[src/rtl/hsi_video_pkg.sv]
// Shared constants and types for the HSI video source: default raster timing,
// pipeline latency and hue sector offsets.
package hsi_video_pkg;
  localparam int H_DISP_D  = 400;
  localparam int V_DISP_D  = 306;
  localparam int H_SYNC_D  = 40;
  localparam int H_BACK_D  = 20;
  localparam int H_FRONT_D = 20;
  localparam int V_SYNC_D  = 2;
  localparam int V_BACK_D  = 4;
  localparam int V_FRONT_D = 4;

  localparam int PIPE_LAT = 4;

  localparam logic [15:0] HUE_STEP = 16'd43;
  localparam logic [7:0]  HUE_G    = 8'd85;
  localparam logic [7:0]  HUE_B    = 8'd171;

  typedef enum logic [1:0] {SEL_R, SEL_G, SEL_B} max_sel_t;

  // Ties resolve toward R, then G.
  function automatic max_sel_t max_sel(input logic [7:0] r, g, b);
    if (r >= g && r >= b) return SEL_R;
    else if (g >= b)      return SEL_G;
    else                  return SEL_B;
  endfunction
endpackage

[src/rtl/hsi_video_rgb2hsi.sv]
// Four-stage RGB888 -> HSI converter; data is forced to zero when invalid.
// HSI_BYPASS_EN: pass the RGB input through with the same latency instead.
module hsi_video_rgb2hsi
  import hsi_video_pkg::*;
(
  input  logic        clk,
  input  logic        rst_n,
  input  logic        pix_valid,
  input  logic [23:0] pix_rgb,
  output logic        hsi_valid,
  output logic [23:0] hsi
);
  logic [PIPE_LAT-2:0] vld_pipe;

  logic [7:0] r, g, b, mx, mn;
  max_sel_t   sel;

  logic [7:0]  s1_max, s1_min;
  logic [9:0]  s1_sum;
  max_sel_t    s1_sel;
  logic [7:0]  s1_r, s1_g, s1_b;

  logic [9:0]         s2_sum;
  logic [17:0]        s2_snum;
  logic signed [15:0] s2_hnum;
  logic [7:0]         s2_delta, s2_base;

  logic [7:0] s3_h, s3_s, s3_i;

  logic [8:0]         diff;
  logic [7:0]         base;
  logic [15:0]        hnum;
  logic [9:0]         smin3;
  logic [17:0]        snum;
  logic signed [15:0] hq;
  logic [7:0]         h_c, s_c, i_c;

  assign r = pix_rgb[23:16];
  assign g = pix_rgb[15:8];
  assign b = pix_rgb[7:0];

  always_comb begin
    sel = max_sel(r, g, b);
    mx  = (sel == SEL_R) ? r : (sel == SEL_G) ? g : b;
    mn  = (r <= g && r <= b) ? r : (g <= b) ? g : b;
  end

  // Hue numerator: 9-bit two's-complement difference, sign-extended before scaling.
  always_comb begin
    diff = '0;
    base = '0;
    case (s1_sel)
      SEL_R:   begin diff = 9'(s1_g) - 9'(s1_b); base = 8'd0;  end
      SEL_G:   begin diff = 9'(s1_b) - 9'(s1_r); base = HUE_G; end
      default: begin diff = 9'(s1_r) - 9'(s1_g); base = HUE_B; end
    endcase
    hnum  = {{7{diff[8]}}, diff} * HUE_STEP;
    smin3 = 10'(s1_min) * 10'd3;
    snum  = 18'(s1_sum - smin3) * 18'd255;
  end

  always_comb begin
    i_c = 8'(s2_sum / 10'd3);
    s_c = '0;
    h_c = '0;
    hq  = '0;
    if (s2_sum != '0) s_c = 8'(s2_snum / 18'(s2_sum));
    if (s2_delta != '0) begin
      hq  = s2_hnum / $signed({8'd0, s2_delta});
      h_c = s2_base + 8'(hq);
    end
  end

`ifdef HSI_BYPASS_EN
  logic [PIPE_LAT-2:0][23:0] byp_pipe;
  always_ff @(posedge clk or negedge rst_n)
    if (!rst_n) byp_pipe <= '0;
    else        byp_pipe <= {byp_pipe[PIPE_LAT-3:0], pix_rgb};
`endif

  always_ff @(posedge clk or negedge rst_n) begin
    if (!rst_n) begin
      vld_pipe  <= '0;
      s1_max    <= '0; s1_min <= '0; s1_sum <= '0; s1_sel <= SEL_R;
      s1_r      <= '0; s1_g   <= '0; s1_b   <= '0;
      s2_sum    <= '0; s2_snum <= '0; s2_hnum <= '0; s2_delta <= '0; s2_base <= '0;
      s3_h      <= '0; s3_s   <= '0; s3_i   <= '0;
      hsi_valid <= 1'b0;
      hsi       <= '0;
    end else begin
      vld_pipe <= {vld_pipe[PIPE_LAT-3:0], pix_valid};
      s1_max   <= mx;
      s1_min   <= mn;
      s1_sum   <= 10'(r) + 10'(g) + 10'(b);
      s1_sel   <= sel;
      s1_r     <= r; s1_g <= g; s1_b <= b;
      s2_sum   <= s1_sum;
      s2_snum  <= snum;
      s2_hnum  <= hnum;
      s2_delta <= s1_max - s1_min;
      s2_base  <= base;
      s3_h     <= h_c; s3_s <= s_c; s3_i <= i_c;
      hsi_valid <= vld_pipe[PIPE_LAT-2];
`ifdef HSI_BYPASS_EN
      hsi <= vld_pipe[PIPE_LAT-2] ? byp_pipe[PIPE_LAT-2] : '0;
`else
      hsi <= vld_pipe[PIPE_LAT-2] ? {s3_h, s3_s, s3_i} : '0;
`endif
    end
  end
endmodule

[src/rtl/hsi_video_top.sv]
// VGA-style raster generator with coordinate test pattern, converted to HSI.
// HSI_BYPASS_EN: output the raw RGB pattern instead (same 4-clock latency).
module hsi_video_top
  import hsi_video_pkg::*;
#(
  parameter int H_DISP  = H_DISP_D,
  parameter int V_DISP  = V_DISP_D,
  parameter int H_SYNC  = H_SYNC_D,
  parameter int H_BACK  = H_BACK_D,
  parameter int H_FRONT = H_FRONT_D,
  parameter int V_SYNC  = V_SYNC_D,
  parameter int V_BACK  = V_BACK_D,
  parameter int V_FRONT = V_FRONT_D
) (
  input  logic        clk,
  input  logic        rst_n,
  output logic        VGA_hsync,
  output logic        VGA_vsync,
  output logic [23:0] VGA_data,
  output logic        VGA_de
);
  localparam int H_TOTAL = H_SYNC + H_BACK + H_DISP + H_FRONT;
  localparam int V_TOTAL = V_SYNC + V_BACK + V_DISP + V_FRONT;
  localparam int HCW     = $clog2(H_TOTAL);
  localparam int VCW     = $clog2(V_TOTAL);
  localparam int HA      = H_SYNC + H_BACK;
  localparam int VA      = V_SYNC + V_BACK;

  logic [HCW-1:0] h_cnt;
  logic [VCW-1:0] v_cnt;
  logic           hs_raw, vs_raw, de_raw;
  logic [7:0]     x8, y8;
  logic [23:0]    rgb;
  logic [PIPE_LAT-1:0] hs_pipe, vs_pipe;

  always_ff @(posedge clk or negedge rst_n) begin
    if (!rst_n) begin
      h_cnt <= '0;
      v_cnt <= '0;
    end else if (h_cnt == HCW'(H_TOTAL - 1)) begin
      h_cnt <= '0;
      v_cnt <= (v_cnt == VCW'(V_TOTAL - 1)) ? '0 : v_cnt + 1'b1;
    end else begin
      h_cnt <= h_cnt + 1'b1;
    end
  end

  // Only the low 8 bits of the active coordinates feed the pattern.
  always_comb begin
    hs_raw = !(h_cnt < HCW'(H_SYNC));
    vs_raw = !(v_cnt < VCW'(V_SYNC));
    de_raw = (h_cnt >= HCW'(HA)) && (h_cnt < HCW'(HA + H_DISP)) &&
             (v_cnt >= VCW'(VA)) && (v_cnt < VCW'(VA + V_DISP));
    x8     = 8'(h_cnt - HCW'(HA));
    y8     = 8'(v_cnt - VCW'(VA));
    rgb    = de_raw ? {x8, y8, 8'(x8 + y8)} : '0;
  end

  always_ff @(posedge clk or negedge rst_n) begin
    if (!rst_n) begin
      hs_pipe <= '1;
      vs_pipe <= '1;
    end else begin
      hs_pipe <= {hs_pipe[PIPE_LAT-2:0], hs_raw};
      vs_pipe <= {vs_pipe[PIPE_LAT-2:0], vs_raw};
    end
  end

  assign VGA_hsync = hs_pipe[PIPE_LAT-1];
  assign VGA_vsync = vs_pipe[PIPE_LAT-1];

  hsi_video_rgb2hsi u_rgb2hsi (
    .clk       (clk),
    .rst_n     (rst_n),
    .pix_valid (de_raw),
    .pix_rgb   (rgb),
    .hsi_valid (VGA_de),
    .hsi       (VGA_data)
  );
endmodule

[config.mk]
export PLATFORM = sky130hd
export DESIGN_NAME = hsi_video_top
export DESIGN_NICKNAME = d
export VERILOG_FILES = /design/src/rtl/hsi_video_pkg.sv /design/src/rtl/hsi_video_rgb2hsi.sv /design/src/rtl/hsi_video_top.sv
export SDC_FILE = /design/constraint.sdc
export NUM_CORES = 1
export LEC_CHECK = 0
export CAP_MARGIN = 5
export CORE_ASPECT_RATIO = 1.1
export CORE_MARGIN = 2
export CORE_UTILIZATION = 43
export CTS_CLUSTER_SIZE = 24
export DETAILED_ROUTE_END_ITERATION = 10
export GPL_TIMING_DRIVEN = 0
export PLACE_DENSITY = 0.61
export SYNTH_ARGS = -nofsm -noshare
export SYNTH_HDL_FRONTEND = slang
export SYNTH_SLANG_ARGS = --single-unit
[constraint.sdc]
create_clock -name clk -period 36 [get_ports clk]
set_input_delay 7.2 -clock clk [delete_from_list [all_inputs] [get_ports clk]]
set_output_delay 7.2 -clock clk [all_outputs]
set_load 0.05 [all_outputs]
==> Word level (Yosys, flattened, before mapping) <==
Index checks and enable logic that the tools add are counted.
{ "totals": {"ff_bits": 190, "input_bits": 2, "output_inout_bits": 27, "elab_cells": 82} }
{ "op_classes": {"addsub": 13, "mul": 3, "div": 3, "n_lt_le_gt_ge": 12, "n_eq_ne": 4, "mux": 14, "reduce_logical": 11} }
{ "ops": {"columns": ["op", "n"], "rows": [
  ["$mux 24", 2],
  ["$mux 8", 6],
  ["$sub 8x8->9", 3],
  ["$ge 8x8->1", 3],
  ["$le 8x8->1", 3],
  ["$add 9x1->9 const B", 2],
  ["$div 18x10->18", 1],
  ["$eq 9x9->1 const B", 2],
  ["$lt 9x9->1 const B", 2],
  ["$mul 18x8->18 const B", 1],
  ["$mux 9", 2],
  ["$pmux 9 s2", 1],
  ["$add 8x8->8", 2],
  ["$div 16x9->16", 1],
  ["$mul 9x7->16 const B", 1],
  ["$pmux 8 s2", 1],
  ["$sub 10x10->11", 1],
  ["$add 10x8->10", 1],
  ["$div 10x2->10 const B", 1],
  ["$mul 8x2->10 const B", 1],
  ["$reduce_bool 10->1", 1],
  ["$add 8x8->9", 1],
  ["$ge 9x3->1 const B", 1],
  ["$ge 9x6->1 const B", 1],
  ["11 further kinds", 19]
]} }

==> Logic depth before layout (Yosys ltp) <==
Gate-level depths: netlist of run 1.
{ "logic_depth": {"word_depth": 11, "mapped_depth": 181} }

==> Modules after synthesis <==
A second synthesis of run 1 with hierarchy kept.
{ "unflattened": {"cells_unflattened": 3211, "hier_area_um2": 26640.6} }
{ "by_module_without_submodules": {"columns": ["mod", "n_inst", "cells_per_inst", "area_per_inst_um2", "seq_area_each_um2"], "rows": [
  ["hsi_video_rgb2hsi", 1, 3012, 24802.5, 3978.8],
  ["hsi_video_top", 1, 199, 1838.0, 660.6]
]} }

==> Worst setup path after synthesis of run 1 <==
Ideal clock, no wire load.
{ "synth_timing": {"path_type": "flip-flop to flip-flop", "from": "register u_rgb2hsi.s2_sum[8]", "to": "register u_rgb2hsi.s3_s[0]", "setup_time_ps": 148, "arrival_ps": 34651, "slack_ps": 1201, "path_stages_with_launch": 174, "n_path_buf": 8, "synth_period_minus_slack_ps": 34799, "cell_sequence": "dfrtp_1 > buf_4 > nor4_4 > nand2_1 > nor2_1 > a21oi_1 > a21oi_1 > ha_1 > o21a_1 > o2111a_1 > a21o_1 > ha_1 > a221o_1 > a21o_1 > a221oi_1 > nor2_1 > ha_1 > or3_1 > [138 not listed] > buf_4 > nand2_1 > o21ai_1 > ha_1 > a21o_1 > a21o_1 > a21oi_1 > nor2b_1 > o21ai_0 > nand2b_1 > a21oi_1 > nor2b_1 > o21ai_0 > nand2b_1 > a21oi_1 > o211ai_1 > o41ai_1 > o31ai_1"} }
{ "synth_via": {"elab_chain_len": 2, "word_cells_on_any_way": 3, "classes_between": "1 x div; 1 x mux; 1 x reduce/logical"} }
{ "synth_lines": {"columns": ["element", "line", "source"], "rows": [
  ["start, declared", "hsi_video_rgb2hsi.sv:23", "logic [9:0] s2_sum;"],
  ["start signal, assigned", "hsi_video_rgb2hsi.sv:97", "s2_sum <= s1_sum;"],
  ["$div 18x10->18 / $reduce_bool 10->1 (equally long branches)", "hsi_video_rgb2hsi.sv:67", "if (s2_sum != '0) s_c = 8'(s2_snum / 18'(s2_sum));"],
  ["$mux 8 (*)", "hsi_video_rgb2hsi.sv:67", null],
  ["named net u_rgb2hsi.s_c[0]", "hsi_video_rgb2hsi.sv:36", "logic [7:0] h_c, s_c, i_c;"],
  ["end signal, assigned", "hsi_video_rgb2hsi.sv:87", "s3_h <= '0; s3_s <= '0; s3_i <= '0;"],
  ["end signal, assigned", "hsi_video_rgb2hsi.sv:102", "s3_h <= h_c; s3_s <= s_c; s3_i <= i_c;"],
  ["end, declared", "hsi_video_rgb2hsi.sv:28", "logic [7:0] s3_h, s3_s, s3_i;"]
]} }
The timed path passes the listed nets; every way through them passes the cells marked *.
A chain may end at the register's enable or synchronous reset.

==> Worst setup path after layout of run 1 <==
{ "layout_timing": {"from": "register u_rgb2hsi.s2_sum[7]", "to": "register u_rgb2hsi.s3_s[0]"} }
Same word-level chain as after synthesis.

==> results_dict.tcl, run 1 <==
set metrics [dict create \
    synth_area_leaders "ha_1 19%, dfrtp_1 17%, fa_1 5.9%" \
    synthArstFlopShare_pct 100 \
    netlist_area_um2 25900 \
    power.density_nw_per_um2 13.8 \
    fin_setup_tns_ns 0 \
    cts_tree "done" \
    highest_layer "met4" \
    hold_slack_ns 0.349 \
    drive_gt1_share_pct 14.0 \
    critPathMaxFanout 10 \
    critical_path.startpoint_type "flop" \
    final_cells 4079 \
    grt_start_max_net_pins 120 \
    dp_cells 3936 \
    overflow 0 \
    end_kind "flop" \
    wl_met1_um 30700 \
    drcViolationCount 0 \
    yosys.cell_types.count 102 \
    start_util_pct 43.4 \
    fin_worst_skew_ns 0.0183 \
    core-area_um2 59700 \
    synth_cells 3138 \
    clk_path_buf_depth 2 \
    seqPwrFrac_pct 50.4 \
    place_area_um2 27200 \
    path_delay_family "compound AO/OA/AOI/OAI gates" \
    post_drt_wl_per_cell_um 16.4 \
    num-nets-final 3780 \
    synth_top_area_cell "ha_1" \
    firstDrtPassIters 7 \
    clkLatencyLatePin_ns 0.49 \
    clk_pin_slew_ns 0.08 \
    hold_class "reg -> reg" \
    stdcell_area_um2 29800 \
    path_common_cell "o21a_1" \
    yosys_warnings 0 \
    netSwitchingPower_mw 0.0926 \
    finalMaxSlewViolations 0 \
    avgViaCountPerCell 5.69 \
    path_class "reg -> reg" \
    ys_ff_latch 185 \
    dieHeight_um 262 \
    cts.sinks 185 \
    vias 23200 \
    cts_buffers 17 \
    synth-edff-count 0 \
    ff_latch_area_um2 4640 \
    antenna_found_initial 0 \
    synth_common_cells "404 x ha_1, 282 x inv_1, 256 x nor2_1" \
    setup_viol 0 \
    power.leakage_nw 13.8 \
    outcome "completed" \
    die-area_um2 62300 \
    grt_pass1_vias 22500 \
    drtIter0Drc 1390 \
    wl_met3_um 2100 \
    min_period_ns 34.49 \
    fill_cells 5647 \
    hold_viol_final 0 \
    r2r_cells 173 \
    internal_power_mw 0.319 \
    max_cap_viol_count 0 \
    slew_headroom_pct 13.8 \
    synth_ff_type "dfrtp_1" \
    area_delta_synth_final_pct 14.7 \
    cts_htree_levels 4 \
    grt_usage_pct 21.3 \
    combPwrFrac_pct 1.1 \
    worstMarginPinSlew_ns 1.28 \
    arrival_ns 34.80 \
    slowest_stage "dfrtp_2" \
    crit_cells 173 \
    die_w_um 238 \
    drtAntennaViolNets 0 \
    dr_wl_met2_um 32400 \
    crit_required_ns 36.32 \
    io_pins 29 \
    crit_buf_inv 11 \
    dp.final_hpwl_um 52100 \
    hold_depth 0 \
    synth.top_cell.area_share_pct 19.5 \
    core.rowCount 94 \
    syn_nets 3621 \
    min_period_over_period_pct 95.8 \
    clkPwrFrac_pct 48.5 \
    slowest_delay_ns 0.46 \
    max_freq_ghz 0.0290 \
    routed_wirelength_um 66800 \
    vdd_drop_max_mv 0.0376 \
    yosysMostFrequentCell "ha_1" \
    syn_area_per_cell_um2 8.27 \
    grt_pass1_wl_um 110000 \
    ys_seq_area_share_pct 17.9 \
    numPortBuffers 28 \
    gp_congestion 0.906 \
    hold_buffers 0 \
    multi_input_area_um2 20900 \
    swShare_pct 22.5 \
    cts_root_buf "clkbuf_16" \
]
-- cell usage in the layout, fill, tap and decap left out, types with 77 or more instances in the layout --
master   netlist  final
nand2_1      218    209
nor2_1       256    241
ha_1         404    393
o21a_1       100     98
buf_4          2    114
a21o_1        79     77
dfrtp_1      177    176
fa_1          77     77
a21oi_1      209    177
xor2_1        84     84
inv_1        282    280
o21ai_0      159    140
nor3_1       109    104
xnor2_1      131    131
-- sequential cells by signal (all words and copies together) (netlist names) --
signal / cells
u_rgb2hsi.s3_s: 8
u_rgb2hsi.s3_i: 8
u_rgb2hsi.s3_h: 8
vs_pipe: 4
u_rgb2hsi.s2_sum: 10
u_rgb2hsi.s1_b: 8
u_rgb2hsi.s1_max: 8
u_rgb2hsi.vld_pipe: 3
u_rgb2hsi.s1_r: 8
u_rgb2hsi.s2_hnum: 16
v_cnt: 9
h_cnt: 9
u_rgb2hsi.s1_sum: 10
u_rgb2hsi.hsi_valid: 1
u_rgb2hsi.hsi: 24
u_rgb2hsi.s1_sel: 2
u_rgb2hsi.s1_min: 8
u_rgb2hsi.s2_snum: 18
u_rgb2hsi.s2_base: 3
u_rgb2hsi.s1_g: 8
hs_pipe: 4
u_rgb2hsi.s2_delta: 8
-- layout make-up --
| type | instances | area share (%) |
|---|---|---|
| sequential | 185 | 15.6 |
| inverter | 283 | 3.60 |
| clock buffer | 18 | 1.48 |
| multi-input combinational | 2592 | 70.2 |
| buffer | 70 | 1.20 |
| antenna | 1 | 0.00841 |
| timing repair inverter | 1 | 0.0168 |
| tap | 768 | 3.23 |
| clock inverter | 14 | 0.572 |
| timing repair buffer | 147 | 4.12 |
-- timing repair --
| action | 4_1_cts | 5_1_grt |
|---|---|---|
| endpoints found under the setup margin | 11 | 10 |
| resized for setup | 104 | 160 |
| pin swaps | 26 | 85 |
| setup buffers | 29 | 86 |
| gates cloned | 1 | 2 |
-- worst paths after layout --
check / endpoint / slack, ns / start
hold reg to reg: u_rgb2hsi.vld_pipe[2]$_DFF_PN0_ / 0.35 / u_rgb2hsi.vld_pipe[1]$_DFF_PN0_
max in group asynchronous: u_rgb2hsi.hsi[9]$_DFF_PN0_ / 28.37 / rst_n
min in group asynchronous: u_rgb2hsi.s1_b[7]$_DFF_PN0_ / 6.66 / rst_n
hold / removal: u_rgb2hsi.vld_pipe[2]$_DFF_PN0_ / 0.35 / u_rgb2hsi.vld_pipe[1]$_DFF_PN0_
setup reg to reg: u_rgb2hsi.s3_s[0]$_DFF_PN0_ / 1.51 / u_rgb2hsi.s2_sum[7]$_DFF_PN0_
setup / recovery: u_rgb2hsi.s3_s[0]$_DFF_PN0_ / 1.51 / u_rgb2hsi.s2_sum[7]$_DFF_PN0_
-- worst reg2reg max path: cells and delay by family (launching register included) --
family	cells	cell delay [ns]
AOI/OAI and AO/OA	93	16.94
muxes	4	1.45
and+or+nand+nor	48	8.70
DFF	1	0.46
adders and majority gates	17	4.97
buffers and inverters	11	1.78
-- cell families after synthesis --
family | Yosys count | synth area share (%)
compound gates | 868 | 22.5
xor+xnor | 215 | 7.26
fa+ha+maj | 482 | 25.5
buf+inv | 362 | 5.31
flops | 185 | 17.9
mux | 92 | 3.91
simple gates | 934 | 17.7
-- power by group through the flow --
| stage | clock network (mW) | registers (mW) | logic [mW] |
|---|---|---|---|
| 2_1_floorplan | 0 | 0.212 | 0.0000100 |
| 6_report | 0.200 | 0.208 | 0.00447 |
| 5_1_grt | 0.214 | 0.208 | 0.00551 |
| 3_5_place_dp | 0 | 0.212 | 0.00493 |
| 4_1_cts | 0.207 | 0.208 | 0.00494 |
| 3_3_place_gp | 0 | 0.212 | 0.00438 |
-- per-layer routing --
metal,GRT usage (%),up-vias
met2,37.0,404
met4,7.01,0
met5,0,-
li1,-,11600
met3,2.73,108
met1,27.3,11100
-- per-stage QoR --
step	setup WS (ns)	power [mW]	utilization [%]
final	1.51	0.412	49.8
after global routing	-0.318	0.427	49.8
after CTS	-0.0130	0.420	47.6
after detailed placement	-5.66	0.217	45.6
after global placement	-4.76	0.216	45.5
after floorplan	1.20	0.212	-
(Power assumes the default switching activity.)
==> inputs of run 2 (changes only) <==
PLACE_DENSITY = unset   (was 0.61)
PLACE_DENSITY_LB_ADDON = 0.05   (was unset)
==> run 2 against run 1 <==
  * Clock power shrank 4%
  * Fmax is 0.43% higher
  * Critical path depth is 2 higher
  * Count of clock-buffer cells in the layout did not move
  * Largest cell class unchanged
  * Highest routed layer unchanged
==> results_dict.tcl, run 2 (same netlist as run 1, synthesis figures left out) <==
set metrics [dict create \
    clk_pin_slew_ns 0.08 \
    firstDrtPassIters 5 \
    gp_congestion 0.845 \
    seqPwrFrac_pct 51.4 \
    utilization_pct 49.9 \
    dp_slack_ns -6.57 \
    fin_worst_skew_ns 0.0164 \
    place_area_um2 27200 \
    combPwrFrac_pct 1.1 \
    slew_headroom_pct 15.4 \
    vdd_drop_max_mv 0.0347 \
    cts.sinks 185 \
    r2r-start "u_rgb2hsi.s2_sum[3]$_DFF_PN0_" \
    diodes 0 \
    drive_gt1_share_pct 14.3 \
    fin_setup_tns_ns 0 \
    max_cap_viol_count 0 \
    outcome "completed" \
    clk_path_buf_depth 2 \
    largest_reg_flops 24 \
    reg.largest.list "u_rgb2hsi.hsi: 24 flops, u_rgb2hsi.s2_snum: 18 flops, u_rgb2hsi.s2_hnum: 16 flops" \
    core-area_um2 59700 \
    end_kind "flop" \
    setup_viol 0 \
    crit_required_ns 36.32 \
    power.density_nw_per_um2 13.5 \
    drcViolationCount 0 \
    dp.final_hpwl_um 53600 \
    core.rowCount 94 \
    final_common_cell "ha_1" \
    critPathMaxFanout 9 \
    routed_wirelength_um 68600 \
    hold_end "u_rgb2hsi.vld_pipe[1]$_DFF_PN0_" \
    die-area_um2 62300 \
    rrSetupSlack_ns 1.66 \
    path_common_cell "o21a_1" \
    hold_depth 0 \
    die_w_um 238 \
    path_class "reg -> reg" \
    internal_power_mw 0.302 \
    clkLatencyLatePin_ns 0.49 \
    hold_viol_final 0 \
    overflow 0 \
    area_delta_synth_final_pct 15.0 \
    netSwitchingPower_mw 0.102 \
    swShare_pct 25.3 \
    worstMarginPinSlew_ns 1.26 \
    post_drt_wl_per_cell_um 16.9 \
    largest-register "u_rgb2hsi.hsi" \
    r2r_cells 175 \
    min_period_over_period_pct 95.4 \
    vias 22900 \
    clkPwrFrac_pct 47.5 \
    slowest_delay_ns 0.52 \
    grt_usage_pct 21.9 \
    max_freq_ghz 0.0291 \
    drtAntennaViolNets 0 \
    fill_cells 5744 \
    grt_start_max_net_pins 117 \
    avgViaCountPerCell 5.63 \
    min-delay-start "u_rgb2hsi.vld_pipe[0]$_DFF_PN0_" \
    hold_class "reg -> reg" \
    r2r_end "u_rgb2hsi.s3_s[0]$_DFF_PN0_" \
    stdcell_area_um2 29800 \
    num-nets-final 3773 \
    arrival_ns 34.65 \
    setup_ws_ns 1.66 \
    grt_pass1_vias 22300 \
    grt_pass1_wl_um 112000 \
    cts_buffers 17 \
    slowest_stage "o41a_1" \
    min_period_ns 34.34 \
    finalMaxSlewViolations 0 \
    critical_path.startpoint_type "flop" \
    numPortBuffers 28 \
    start_util_pct 43.4 \
    hold_buffers 0 \
    dieHeight_um 262 \
    cts_htree_levels 4 \
    io_pins 29 \
    cts_root_buf "clkbuf_16" \
    power_mw 0.404 \
    power.leakage_nw 13.8 \
    drtIter0Drc 1102 \
    cts_tree "done" \
    antenna_found_initial 0 \
    final_cell_mix "385 x ha_1, 280 x inv_1, 236 x nor2_1" \
]
## run 2: critical path: cells and delay by family, from the launching register on
family	cells	cell delay, ns
buf+inv	13	2.08
fa+ha+maj	17	4.69
flops	1	0.38
compound gates	92	16.99
simple gates	49	8.61
mux	4	1.35
## run 2: how the worst max path moves through the flow
stage                                         from  slack (ns)                          end  depth (start not counted)
CTS                  u_rgb2hsi.s2_sum[3]$_DFF_PN0_        0.02  u_rgb2hsi.s3_s[0]$_DFF_PN0_                        175
detailed placement   u_rgb2hsi.s2_sum[3]$_DFF_PN0_       -6.57  u_rgb2hsi.s3_s[0]$_DFF_PN0_                        170
floorplan            u_rgb2hsi.s2_sum[8]$_DFF_PN0_        1.20  u_rgb2hsi.s3_s[0]$_DFF_PN0_                        173
global route        u_rgb2hsi.s2_hnum[3]$_DFF_PN0_       -0.17  u_rgb2hsi.s3_h[7]$_DFF_PN0_                        170
global placement     u_rgb2hsi.s2_sum[3]$_DFF_PN0_       -5.83  u_rgb2hsi.s3_s[0]$_DFF_PN0_                        171
finish               u_rgb2hsi.s2_sum[3]$_DFF_PN0_        1.66  u_rgb2hsi.s3_s[0]$_DFF_PN0_                        175
## run 2: per-stage QoR
step           hold slack (ns)  instances
3_3_place_gp             0.334       3934
5_1_grt                  0.367       4071
6_report                 0.352       4071
4_1_cts                  0.353       3996
3_5_place_dp             0.336       3936
2_1_floorplan            0.331       3138
## run 2: cell type report
type                            instances  area, um^2  share of cell area [%]
Buffer                                 69         345                    1.16
Clock buffer                           18         429                    1.44
Clock inverter                         14         176                   0.591
Inverter                              283        1070                    3.58
Multi-Input combinational cell       2591       21100                    70.6
Sequential cell                       185        4640                    15.5
Tap cell                              768         961                    3.22
Timing Repair Buffer                  142        1160                    3.87
Timing Repair inverter                  1        5.00                  0.0168
## run 2: metal layers
metal | track usage, % | part of all wire, %
met5 | 0 | 0
met4 | 4.95 | 1.6
met3 | 2.68 | 3.0
met2 | 37.6 | 48
met1 | 29.5 | 48
## run 2: timing repair
action,in CTS,in global routing
gates cloned,1,0
setup endpoints to repair,11,10
pin swaps,29,72
setup buffers,32,79
resized for setup,117,177
## run 2: power by group through the flow
stage	Combinational [mW]	Sequential (mW)	Clock, mW
floorplan	0.0000100	0.212	0
global placement	0.00431	0.212	0
detailed placement	0.00490	0.212	0
CTS	0.00491	0.208	0.200
global route	0.00546	0.208	0.209
finish	0.00446	0.208	0.192
